### src/rtl/axi_rd_master_if.sv
// AXI4 read-channel bundle (AR + R) between the read initiator and a memory-side slave.
interface axi_rd_master_if #(
    parameter int DATA_WIDTH = 32,
    parameter int ADDR_WIDTH = 16,
    parameter int ID_WIDTH   = 8
);
    logic [ID_WIDTH-1:0]   arid;
    logic [ADDR_WIDTH-1:0] araddr;
    logic [7:0]            arlen;
    logic [2:0]            arsize;
    logic [1:0]            arburst;
    logic                  arlock;
    logic [3:0]            arcache;
    logic [2:0]            arprot;
    logic                  arvalid;
    logic                  arready;

    logic [ID_WIDTH-1:0]   rid;
    logic [DATA_WIDTH-1:0] rdata;
    logic [1:0]            rresp;
    logic                  rlast;
    logic                  rvalid;
    logic                  rready;

    modport master (
        output arid, araddr, arlen, arsize, arburst, arlock, arcache, arprot, arvalid, rready,
        input  arready, rid, rdata, rresp, rlast, rvalid
    );

    modport slave (
        input  arid, araddr, arlen, arsize, arburst, arlock, arcache, arprot, arvalid, rready,
        output arready, rid, rdata, rresp, rlast, rvalid
    );
endinterface

### src/rtl/axi_rd_master.sv
// AXI4 read initiator: turns client (addr, len) requests into INCR AR bursts with
// rotating IDs, tracks bursts in flight in order, passes R beats straight through to
// the client and flags ID/length/response errors per beat.
// Build option: define AXI_RD_LAT_STATS_EN to add lat_last/lat_min/lat_max outputs
// (AR handshake to first R beat, saturating 16-bit cycle counts).
module axi_rd_master #(
    parameter int DATA_WIDTH      = 32,
    parameter int ADDR_WIDTH      = 16,
    parameter int ID_WIDTH        = 8,
    parameter int MAX_OUTSTANDING = 4
) (
    input  logic                               clk,
    input  logic                               rst,
    input  logic                               req_valid,
    output logic                               req_ready,
    input  logic [ADDR_WIDTH-1:0]              req_addr,
    input  logic [7:0]                         req_len,
    output logic                               rsp_valid,
    input  logic                               rsp_ready,
    output logic [DATA_WIDTH-1:0]              rsp_data,
    output logic                               rsp_last,
    output logic                               rsp_err,
    axi_rd_master_if.master                    m_axi,
    output logic [$clog2(MAX_OUTSTANDING):0]   outstanding,
    output logic                               err_sticky
`ifdef AXI_RD_LAT_STATS_EN
    ,
    output logic [15:0]                        lat_last,
    output logic [15:0]                        lat_min,
    output logic [15:0]                        lat_max
`endif
);
    localparam int PTR_W     = $clog2(MAX_OUTSTANDING);
    localparam int CNT_W     = PTR_W + 1;
    localparam int SIZE_LOG2 = $clog2(DATA_WIDTH / 8);
    localparam logic [ADDR_WIDTH-1:0] ALIGN_MASK = ~ADDR_WIDTH'(DATA_WIDTH / 8 - 1);
    localparam logic [CNT_W-1:0]      MAX_CNT    = CNT_W'(MAX_OUTSTANDING);

    typedef enum logic {IDLE, ADDR} state_t;

    state_t                state;
    state_t                state_nxt;
    logic                  ar_valid;
    logic                  ar_hs;
    logic                  req_hs;
    logic                  r_hs;
    logic                  pop;
    logic                  trk_empty;
    logic                  beat_err;

    logic [ID_WIDTH-1:0]   ar_id;
    logic [ADDR_WIDTH-1:0] ar_addr;
    logic [7:0]            ar_len;
    logic [2:0]            ar_size;
    logic [1:0]            ar_burst;
    logic [3:0]            ar_cache;
    logic [PTR_W-1:0]      id_cnt;

    logic [ID_WIDTH-1:0]   trk_id  [MAX_OUTSTANDING];
    logic [7:0]            trk_len [MAX_OUTSTANDING];
    logic [PTR_W-1:0]      wr_ptr;
    logic [PTR_W-1:0]      rd_ptr;
    logic [7:0]            beat_cnt;

    assign req_hs    = req_valid && req_ready;
    assign ar_hs     = ar_valid && m_axi.arready;
    assign r_hs      = m_axi.rvalid && rsp_ready;
    assign trk_empty = (outstanding == '0);
    assign pop       = r_hs && m_axi.rlast && !trk_empty;

    // AR FSM state register
    always_ff @(posedge clk or negedge rst) begin
        if (!rst) state <= IDLE;
        else      state <= state_nxt;
    end

    // AR FSM next state: one request accepted at a time, held until arready
    always_comb begin
        state_nxt = state;
        case (state)
            IDLE:    if (req_hs) state_nxt = ADDR;
            ADDR:    if (m_axi.arready) state_nxt = IDLE;
            default: state_nxt = IDLE;
        endcase
    end

    // AR FSM outputs
    always_comb begin
        req_ready = (state == IDLE) && (outstanding < MAX_CNT);
        ar_valid  = (state == ADDR);
    end

    // AR fields captured on request accept, stable while arvalid is high
    always_ff @(posedge clk or negedge rst) begin
        if (!rst) begin
            ar_id    <= '0;
            ar_addr  <= '0;
            ar_len   <= '0;
            ar_size  <= '0;
            ar_burst <= '0;
            ar_cache <= '0;
        end else if (req_hs) begin
            ar_id    <= ID_WIDTH'(id_cnt);
            ar_addr  <= req_addr & ALIGN_MASK;
            ar_len   <= req_len;
            ar_size  <= 3'(SIZE_LOG2);
            ar_burst <= 2'b01;
            ar_cache <= 4'b0011;
        end
    end

    assign m_axi.arid    = ar_id;
    assign m_axi.araddr  = ar_addr;
    assign m_axi.arlen   = ar_len;
    assign m_axi.arsize  = ar_size;
    assign m_axi.arburst = ar_burst;
    assign m_axi.arlock  = 1'b0;
    assign m_axi.arcache = ar_cache;
    assign m_axi.arprot  = 3'b000;
    assign m_axi.arvalid = ar_valid;

    // ID rotation, tracker pointers and in-flight count
    always_ff @(posedge clk or negedge rst) begin
        if (!rst) begin
            id_cnt      <= '0;
            wr_ptr      <= '0;
            rd_ptr      <= '0;
            outstanding <= '0;
        end else begin
            if (ar_hs) begin
                id_cnt <= id_cnt + 1'b1;
                wr_ptr <= wr_ptr + 1'b1;
            end
            if (pop) rd_ptr <= rd_ptr + 1'b1;
            outstanding <= outstanding + CNT_W'(ar_hs) - CNT_W'(pop);
        end
    end

    // Tracker payload; validity is carried entirely by the pointers
    always_ff @(posedge clk) begin
        if (ar_hs) begin
            trk_id[wr_ptr]  <= ar_id;
            trk_len[wr_ptr] <= ar_len;
        end
    end

    // Beat counter within the current burst
    always_ff @(posedge clk or negedge rst) begin
        if (!rst)      beat_cnt <= '0;
        else if (r_hs) beat_cnt <= m_axi.rlast ? 8'd0 : beat_cnt + 8'd1;
    end

    // Per-beat protocol check against the oldest outstanding burst
    always_comb begin
        beat_err = 1'b0;
        if (trk_empty) begin
            beat_err = 1'b1;
        end else if ((m_axi.rid != trk_id[rd_ptr]) ||
                     (m_axi.rlast != (beat_cnt == trk_len[rd_ptr]))) begin
            beat_err = 1'b1;
        end
        if (m_axi.rresp != 2'b00) beat_err = 1'b1;
    end

    assign rsp_valid    = m_axi.rvalid;
    assign rsp_data     = m_axi.rdata;
    assign rsp_last     = m_axi.rlast;
    assign rsp_err      = m_axi.rvalid && beat_err;
    assign m_axi.rready = rsp_ready;

    // Sticky error flag
    always_ff @(posedge clk or negedge rst) begin
        if (!rst)                 err_sticky <= 1'b0;
        else if (r_hs && rsp_err) err_sticky <= 1'b1;
    end

`ifdef AXI_RD_LAT_STATS_EN
    logic [15:0] trk_age [MAX_OUTSTANDING];
    logic        first_beat;
    logic [15:0] lat_cur;

    assign first_beat = r_hs && !trk_empty && (beat_cnt == 8'd0);
    assign lat_cur    = trk_age[rd_ptr];

    // Per-entry age: starts at 1 the cycle after the AR handshake, saturates
    always_ff @(posedge clk) begin
        for (int unsigned i = 0; i < MAX_OUTSTANDING; i++) begin
            if (ar_hs && (wr_ptr == PTR_W'(i)))  trk_age[i] <= 16'd1;
            else if (trk_age[i] != 16'hFFFF)    trk_age[i] <= trk_age[i] + 16'd1;
        end
    end

    // Latency statistics updated on the first beat of each tracked burst
    always_ff @(posedge clk or negedge rst) begin
        if (!rst) begin
            lat_last <= '0;
            lat_min  <= '1;
            lat_max  <= '0;
        end else if (first_beat) begin
            lat_last <= lat_cur;
            if (lat_cur < lat_min) lat_min <= lat_cur;
            if (lat_cur > lat_max) lat_max <= lat_cur;
        end
    end
`endif
endmodule

### src/flat_wrapper.sv
// flat-port wrapper written by rule: the top's interface ports become plain ports
module axi_rd_master_flat 
#(
    parameter int DATA_WIDTH      = 32,
    parameter int ADDR_WIDTH      = 16,
    parameter int ID_WIDTH        = 8,
    parameter int MAX_OUTSTANDING = 4
)
  (clk, rst, req_valid, req_ready, req_addr, req_len, rsp_valid, rsp_ready, rsp_data, rsp_last, rsp_err, outstanding, err_sticky, m_axi_arid, m_axi_araddr, m_axi_arlen, m_axi_arsize, m_axi_arburst, m_axi_arlock, m_axi_arcache, m_axi_arprot, m_axi_arvalid, m_axi_rready, m_axi_arready, m_axi_rid, m_axi_rdata, m_axi_rresp, m_axi_rlast, m_axi_rvalid);
  axi_rd_master_if #(.DATA_WIDTH(DATA_WIDTH), .ADDR_WIDTH(ADDR_WIDTH), .ID_WIDTH(ID_WIDTH)) m_axi_i ();
  input  logic clk;
  input  logic rst;
  input  logic req_valid;
  output logic req_ready;
  input  logic [ADDR_WIDTH-1:0] req_addr;
  input  logic [7:0] req_len;
  output logic rsp_valid;
  input  logic rsp_ready;
  output logic [DATA_WIDTH-1:0] rsp_data;
  output logic rsp_last;
  output logic rsp_err;
  output logic [$clog2(MAX_OUTSTANDING):0] outstanding;
  output logic err_sticky;
  output wire logic [$bits(m_axi_i.arid)-1:0] m_axi_arid;
  output wire logic [$bits(m_axi_i.araddr)-1:0] m_axi_araddr;
  output wire logic [$bits(m_axi_i.arlen)-1:0] m_axi_arlen;
  output wire logic [$bits(m_axi_i.arsize)-1:0] m_axi_arsize;
  output wire logic [$bits(m_axi_i.arburst)-1:0] m_axi_arburst;
  output wire logic [$bits(m_axi_i.arlock)-1:0] m_axi_arlock;
  output wire logic [$bits(m_axi_i.arcache)-1:0] m_axi_arcache;
  output wire logic [$bits(m_axi_i.arprot)-1:0] m_axi_arprot;
  output wire logic [$bits(m_axi_i.arvalid)-1:0] m_axi_arvalid;
  output wire logic [$bits(m_axi_i.rready)-1:0] m_axi_rready;
  input wire logic [$bits(m_axi_i.arready)-1:0] m_axi_arready;
  input wire logic [$bits(m_axi_i.rid)-1:0] m_axi_rid;
  input wire logic [$bits(m_axi_i.rdata)-1:0] m_axi_rdata;
  input wire logic [$bits(m_axi_i.rresp)-1:0] m_axi_rresp;
  input wire logic [$bits(m_axi_i.rlast)-1:0] m_axi_rlast;
  input wire logic [$bits(m_axi_i.rvalid)-1:0] m_axi_rvalid;
  assign m_axi_arid = m_axi_i.arid;
  assign m_axi_araddr = m_axi_i.araddr;
  assign m_axi_arlen = m_axi_i.arlen;
  assign m_axi_arsize = m_axi_i.arsize;
  assign m_axi_arburst = m_axi_i.arburst;
  assign m_axi_arlock = m_axi_i.arlock;
  assign m_axi_arcache = m_axi_i.arcache;
  assign m_axi_arprot = m_axi_i.arprot;
  assign m_axi_arvalid = m_axi_i.arvalid;
  assign m_axi_rready = m_axi_i.rready;
  assign m_axi_i.arready = m_axi_arready;
  assign m_axi_i.rid = m_axi_rid;
  assign m_axi_i.rdata = m_axi_rdata;
  assign m_axi_i.rresp = m_axi_rresp;
  assign m_axi_i.rlast = m_axi_rlast;
  assign m_axi_i.rvalid = m_axi_rvalid;
  axi_rd_master #(.DATA_WIDTH(DATA_WIDTH), .ADDR_WIDTH(ADDR_WIDTH), .ID_WIDTH(ID_WIDTH), .MAX_OUTSTANDING(MAX_OUTSTANDING)) u_core (.clk(clk), .rst(rst), .req_valid(req_valid), .req_ready(req_ready), .req_addr(req_addr), .req_len(req_len), .rsp_valid(rsp_valid), .rsp_ready(rsp_ready), .rsp_data(rsp_data), .rsp_last(rsp_last), .rsp_err(rsp_err), .m_axi(m_axi_i), .outstanding(outstanding), .err_sticky(err_sticky));
endmodule
### config.mk
export PLATFORM = sky130hd
export DESIGN_NAME = axi_rd_master_flat
export DESIGN_NICKNAME = d
export VERILOG_FILES = /design/src/rtl/axi_rd_master_if.sv /design/src/rtl/axi_rd_master.sv /design/src/flat_wrapper.sv
export SDC_FILE = /design/constraint.sdc
export NUM_CORES = 1
export LEC_CHECK = 0
export CAP_MARGIN = 25
export CELL_PAD_IN_SITES_DETAIL_PLACEMENT = 0
export CELL_PAD_IN_SITES_GLOBAL_PLACEMENT = 2
export CORE_ASPECT_RATIO = 1.75
export CORE_MARGIN = 3
export CORE_UTILIZATION = 29
export CTS_BUF_LIST = sky130_fd_sc_hd__clkbuf_8
export DETAILED_ROUTE_END_ITERATION = 8
export PLACE_DENSITY_LB_ADDON = 0.1
export SYNTH_ARGS = -nofsm -noshare
export SYNTH_HDL_FRONTEND = slang
export SYNTH_SLANG_ARGS = --single-unit
export TNS_END_PERCENT = 20
### constraint.sdc
create_clock -name clk -period 2.7 [get_ports clk]
set_input_delay 0.405 -clock clk [delete_from_list [all_inputs] [get_ports clk]]
set_output_delay 0.405 -clock clk [all_outputs]
set_load 0.05 [all_outputs]
== Word level (Yosys, flattened, before mapping) ==
Memories as Yosys holds them, arrays and structs flattened.
Index checks and enable logic that the tools add are counted.

* Flip-flop bits (word level): 45
* Bits in writable memories: 40
* Input bits: 73
* Word-level logic and storage cells: 46
* Memories kept: 2

{| class="wikitable"
|+ Memories
! name !! words !! bits a word !! rd ports !! clocked after memory_dff !! write ports !! line !! text
|-
| u_core.trk_len || 4 || 8 || 1 || 0 || 1 || axi_rd_master.sv:60 || <nowiki>logic [7:0] trk_len [MAX_OUTSTANDING];</nowiki>
|-
| u_core.trk_id || 4 || 2 || 1 || 0 || 1 || axi_rd_master.sv:59 || <nowiki>logic [ID_WIDTH-1:0] trk_id [MAX_OUTSTANDING];</nowiki>
|}

* $add $sub $neg: 6
* $lt $le $gt $ge: 1
* Equality and inequality tests: 3
* Muxes and demuxes: 9
* Bitwise gates (word level): 1
* Reduce and logical (&&, ||, !) cells: 12

{| class="wikitable"
|+ Operator list
! operator !! number
|-
| 8-bit by 1-bit adder with 8-bit output, second input constant || 1
|-
| 8-bit equality test || 1
|-
| 1-bit logical AND || 8
|-
| 8-bit two-way mux || 1
|-
| 8-bit inequality test || 1
|-
| 1-bit two-way mux || 7
|-
| 2-bit by 1-bit adder with 2-bit output, second input constant || 3
|-
| 3-bit by 1-bit adder with 3-bit output || 1
|-
| 3-bit zero test || 1
|-
| 3-bit less-than comparator, second input constant || 1
|-
| 3-bit by 1-bit subtractor with 3-bit output || 1
|-
| 1-bit one-hot mux with 2 select lines || 1
|-
| 2-bit nonzero test || 1
|-
| 1-bit zero test || 1
|-
| 1-bit logical OR || 1
|-
| 1-bit inequality test || 1
|-
| 1-bit NOT || 1
|}

== Depth between registers and ports, before layout ==
An unclocked memory read counts as a cell.

* Depth after elaboration: 9
* Gate-level depth with buffers: 8
* Mapped depth without buffers: 8

== Least setup slack after synthesis ==
OpenSTA, ideal clock, no wires.

* Path kind: register -> register
* Start: reg u_core.state, in the netlist u_core.m_axi.arvalid
* End: reg u_core.ar_addr[10], in the netlist u_core.m_axi.araddr[10]
* Library setup time: 0.125 ns
* Arrival: 2.564 ns
* Path slack: 0.011 ns
* Cell stages (with the launch flop): 6
* Cell sequence: dfrtp_1 -> nor2_1 -> and2_1 -> clkbuf_1 -> clkbuf_1 -> mux2_2

* Word-level cells in the longest chain between the ends: 3

{| class="wikitable"
|+ RTL lines
! what !! line !! text
|-
| start: declaration || axi_rd_master.sv:41 || <nowiki>state_t state;</nowiki>
|-
| start signal: assignment || axi_rd_master.sv:74 || <nowiki>else state <= state_nxt;</nowiki>
|-
| 1-bit NOT || axi_rd_master.sv:89 || <nowiki>req_ready = (state == IDLE) && (outstanding < MAX_CNT);</nowiki>
|-
| 1-bit logical AND || axi_rd_master.sv:89 ||
|-
| named net req_ready || flat_wrapper.sv:14 || <nowiki>output logic req_ready;</nowiki>
|-
| 1-bit logical AND || axi_rd_master.sv:65 || <nowiki>assign req_hs = req_valid && req_ready;</nowiki>
|-
| end signal: assignment || axi_rd_master.sv:104 || <nowiki>ar_addr <= req_addr & ALIGN_MASK;</nowiki>
|-
| end: declaration || axi_rd_master.sv:52 || <nowiki>logic [ADDR_WIDTH-1:0] ar_addr;</nowiki>
|}

The timed path passes the listed nets, and every way through them passes these cells.
A chain may end at the register's enable or synchronous reset.

== Worst setup path in the final report ==
* Start: reg u_core.rd_ptr[0]
* End: out rsp_err

* Word-level cells in the longest chain between the ends: 8
* Elaborated cells on any way between the ends: 10

{| class="wikitable"
|+ RTL lines
! what !! line !! text
|-
| start: declaration || axi_rd_master.sv:62 || <nowiki>logic [PTR_W-1:0] rd_ptr;</nowiki>
|-
| start signal: assignment || axi_rd_master.sv:134 || <nowiki>if (pop) rd_ptr <= rd_ptr + 1'b1;</nowiki>
|-
| memory 4 x 8 bit || n/a ||
|-
| 8-bit equality test || axi_rd_master.sv:159 || <nowiki>(m_axi.rlast != (beat_cnt == trk_len[rd_ptr]))) begin</nowiki>
|-
| 1-bit inequality test || axi_rd_master.sv:159 ||
|-
| 1-bit logical OR (*) || axi_rd_master.sv:158 || <nowiki>end else if ((m_axi.rid != trk_id[rd_ptr]) ||</nowiki>
|-
| 1-bit two-way mux (*) || axi_rd_master.sv:158 ||
|-
| 1-bit two-way mux (*) || axi_rd_master.sv:156 || <nowiki>if (trk_empty) begin</nowiki>
|-
| 1-bit two-way mux (*) || axi_rd_master.sv:162 || <nowiki>if (m_axi.rresp != 2'b00) beat_err = 1'b1;</nowiki>
|-
| 1-bit logical AND (*) || axi_rd_master.sv:168 || <nowiki>assign rsp_err = m_axi.rvalid && beat_err;</nowiki>
|-
| end: declaration || flat_wrapper.sv:21 || <nowiki>output logic rsp_err;</nowiki>
|}

Mark *: on every way between the ends. The rest lies on a longest branch, timed or not.

==> impl_metrics.py <==
metrics = {
    "run_status": {
        "outcome": "finished, violations left",
        "failed_checks": "negative setup slack",
    },
    "die": {
        "floorplan.core_area_um2": 13100,
        "fp-row-count": 55,
        "floorplan.io_pins": 160,
        "die_width_um": 94.2,
        "die_h_um": 160,
        "die_area_um2": 15100,
        "initial_core_util_pct": 30.0,
    },
    "logic_synthesis": {
        "synth.lib_cells_used.distinct": 34,
        "synth-seq-cells": 84,
        "yosys_warnings": 0,
        "post_synth_instance_area_um2": 3950,
        "synth.top_cells.by_area": "edfxtp_1 30%, dfrtp_1 28%, buf_4 11%, mux2_2 7.1%, mux4_1 6.7%",
        "synth_largest_type_area_fraction_pct": 30.4,
        "synth_edf_count": 40,
        "yosys.area.top_type": "edfxtp_1",
        "postSynthAreaPerCell_um2": 14.2,
        "post_synth_inst_count": 279,
        "synthMostInstantiatedCell": "buf_4",
        "synth_seq_area_share_pct": 58.3,
        "ys_dominant_reg_cell": "dfrtp_1",
        "synthTopCellsByCount": "56 x buf_4, 44 x dfrtp_1, 40 x edfxtp_1",
        "async_flop_share_pct": 52.4,
    },
    "worst_hold_path": {
        "timing.hold.worst_endpoint": "u_core.id_cnt[1]$_DFFE_PN0P_",
        "worstHoldPathCells": 1,
        "timing.hold.worst.start": "u_core.id_cnt[1]$_DFFE_PN0P_",
        "timing.hold.worst.class": "flop to flop",
    },
    "detailed_routing": {
        "drt_pass1_iterations": 4,
        "route.detailed.wl_per_inst_um": 15.3,
        "route.detailed.vias_per_inst": 4.31,
        "drt.antenna.violating_nets": 0,
        "detail_route.drc_violations": 0,
        "drt-total-wl_um": 7730,
        "via_count": 2182,
        "first_iter_violations": 172,
    },
    "setup_path": {
        "startpoint_type": "flop",
        "sequence_of_cells_on_the_critical_path": "buf_12, mux4_2, xnor2_1, nand4_1, nor2_2, or4_1, and3_4, buf_8",
        "required_ns": 2.30,
        "worstSetupPathType": "flop to output pin",
        "worst_r2r_endpoint": "u_core.outstanding[2]$_DFF_PN0_",
        "r2r_cells": 9,
        "r2r_start": "u_core.outstanding[1]$_DFF_PN0_",
        "path_buf_inv": 2,
        "setup_slack_reg_to_reg_ns": 0.31,
        "path_delay_family": "simple AND/OR/NAND/NOR gates",
        "worst-endpoint-arrival_ns": 2.60,
        "critPathMaxStageDelay_ns": 0.52,
        "cp_max_fanout": 5,
        "timing.critical_path.depth": 8,
        "crit_path_max_delay_cell_type": "mux4_2",
        "cp-end-kind": "output pin",
    },
    "timing": {
        "final_number_of_setup_violating_endpoints": 1,
        "worst_slew_margin_rel_pct": 61.7,
        "worstMarginPinSlew_ns": 0.575,
        "rsz0062_at_grt": "true",
        "finalMaxSlewViolations": 0,
        "finalSetupTns_ns": -0.303,
        "post-route-worst-setup-slack_ns": -0.303,
        "finalHoldViolations": 0,
        "fin_skew_ns": 0.00573,
        "fmax_mhz": 333,
        "finalCriticalPeriod_ns": 3.00,
        "hold-worst-slack_ns": 0.468,
        "fin_crit_sh_pct": 111,
    },
    "place": {
        "place.detailed.hpwl_um": 5550,
        "port_buffers": 76,
        "place_congestion": 0.716,
    },
    "power_and_ir_drop": {
        "fin_total_pwr_uw": 5390,
        "powerDensity_nw_per_um2": 1120,
        "power.static_leakage_uw": 0.00186,
        "worst_vdd_ir_v": 0.000637,
    },
    "cts": {
        "cts_root_buffer": "clkbuf_8",
        "cts.clk_slew.worst_paths_ns": 0.09,
        "tritoncts.num_buffers": 9,
        "clk-insertion-delay-late_ns": 0.35,
        "clock-sinks": 84,
        "postCtsSetupBuffers": 0,
        "tritoncts_clock_tree": "yes",
        "ctsLongestPathBuffers": 2,
        "depth_of_the_cts_h_tree": 3,
    },
    "cells_and_area": {
        "multi_input_comb_area_um2": 1190,
        "design.final.nets": 411,
        "final_layout_size_suffix_gt1_share_pct": 20.3,
        "nFillCells": 1290,
        "num_antenna_cells": 0,
        "seqCellArea_um2": 2300,
        "area_delta_synth_final_pct": 22.0,
    },
    "grt": {
        "antenna_found_initial": 0,
        "grt_total_usage_pct": 11.2,
        "grt_pass1_vias": 2399,
        "grt_start_max_net_pins": 30,
        "grt-ovfl-total": 0,
        "global_route_wire_length_before_repair_um": 12900,
    },
    "run": {
        "maxCapViolCount": 0,
    },
}
-- through the flow --
stage               instance area [um^2]  std cells  worst slack (ns)  util (%)
detailed placement                  4590        488            -0.269      34.9
global route                        4820        506            -0.406      36.6
floorplan                           4010        295            0.0110         -
finish                              4820        506            -0.303      36.6
global placement                    4590        488            -0.275      34.9
CTS                                 4810        506            -0.384      36.6
-- area by class of cell --
class	count	share of cell area, %
Tap cell	171	4.44
Clock inverter	7	1.74
Sequential cell	84	47.8
Multi-Input combinational cell	140	24.6
Clock buffer	9	2.57
Timing Repair Buffer	87	18.2
Inverter	8	0.623
-- what timing repair did --
item / in CTS / in global routing
hold endpoints to repair: 15 / 0
pin swaps: 1 / 4
cloned: 1 / 0
gates resized for setup: 14 / 1
endpoints found under the setup margin: 1 / 1
hold buffers: 1 / 0
-- metal layers --
metal / GRT usage, % / wire, um / up-vias
li1: - / - / 1012
met1: 12.4 / 2900 / 1090
met2: 19.5 / 4280 / 74
met3: 3.42 / 468 / 6
met4: 4.67 / 82 / 0
met5: 0 / 0 / -
-- worst max-delay path by stage --
stage | startpoint | endpoint | slack [ns]
6_report | u_core.rd_ptr[0]$_DFFE_PN0P_ | rsp_err | -0.30
5_1_grt | u_core.rd_ptr[0]$_DFFE_PN0P_ | rsp_err | -0.41
4_1_cts | u_core.rd_ptr[0]$_DFFE_PN0P_ | rsp_err | -0.38
3_5_place_dp | m_axi_rid[3] | rsp_err | -0.27
3_3_place_gp | m_axi_rid[3] | rsp_err | -0.27
2_1_floorplan | u_core.m_axi.arvalid$_DFF_PN0_ | u_core.m_axi.araddr[10]$_DFFE_PN0P_ | 0.01
-- state kept, by name, indices dropped and copies added (netlist names) --
signal and flops:
u_core.trk_len 32, u_core.m_axi.arsize 1, u_core.outstanding 3, u_core.beat_cnt 8, u_core.m_axi.arlen 8, u_core.m_axi.arvalid 1
u_core.m_axi.araddr 14, u_core.err_sticky 1, u_core.m_axi.arid 2, u_core.rd_ptr 2, u_core.id_cnt 2, u_core.wr_ptr 2
u_core.trk_id 8
-- power breakdown --
part	switching (uW)	leakage [uW]	internal, uW
Combinational	1370	0.000867	1010
Sequential	301	0.000887	1780
Clock	487	0.000102	444
Total	2150	0.00186	3240
-- layout by cell type, fill, tap and decap left out, types with 3 or more instances in the layout --
master / count
nor2_1: 7
xnor2_1: 14
and3_1: 7
o21ai_0: 13
conb_1: 17
mux4_2: 9
buf_4: 9
dfrtp_1: 43
or4_1: 3
clkbuf_8: 9
nand2_1: 10
nand4_1: 4
clkdlybuf4s50_1: 73
ha_1: 7
mux2_2: 25
edfxtp_1: 40
inv_1: 8
-- logic make-up (layout without fill, tap and decap cells) --
family                   Yosys count  count (layout)  share of synthesized area (%)
AO/OA/AOI/OAI                     17              17                           2.28
XOR/XNOR                          16              16                           3.55
adder cells (fa/ha/maj)            8               8                           2.72
buffers and inverters             71             111                           12.5
flip-flops                        84              84                           58.3
multiplexers                      37              37                           14.3
other                              1              17                         0.0950
AND/OR/NAND/NOR                   45              45                           6.24
No activity file was read; power rests on OpenSTA's default activity.
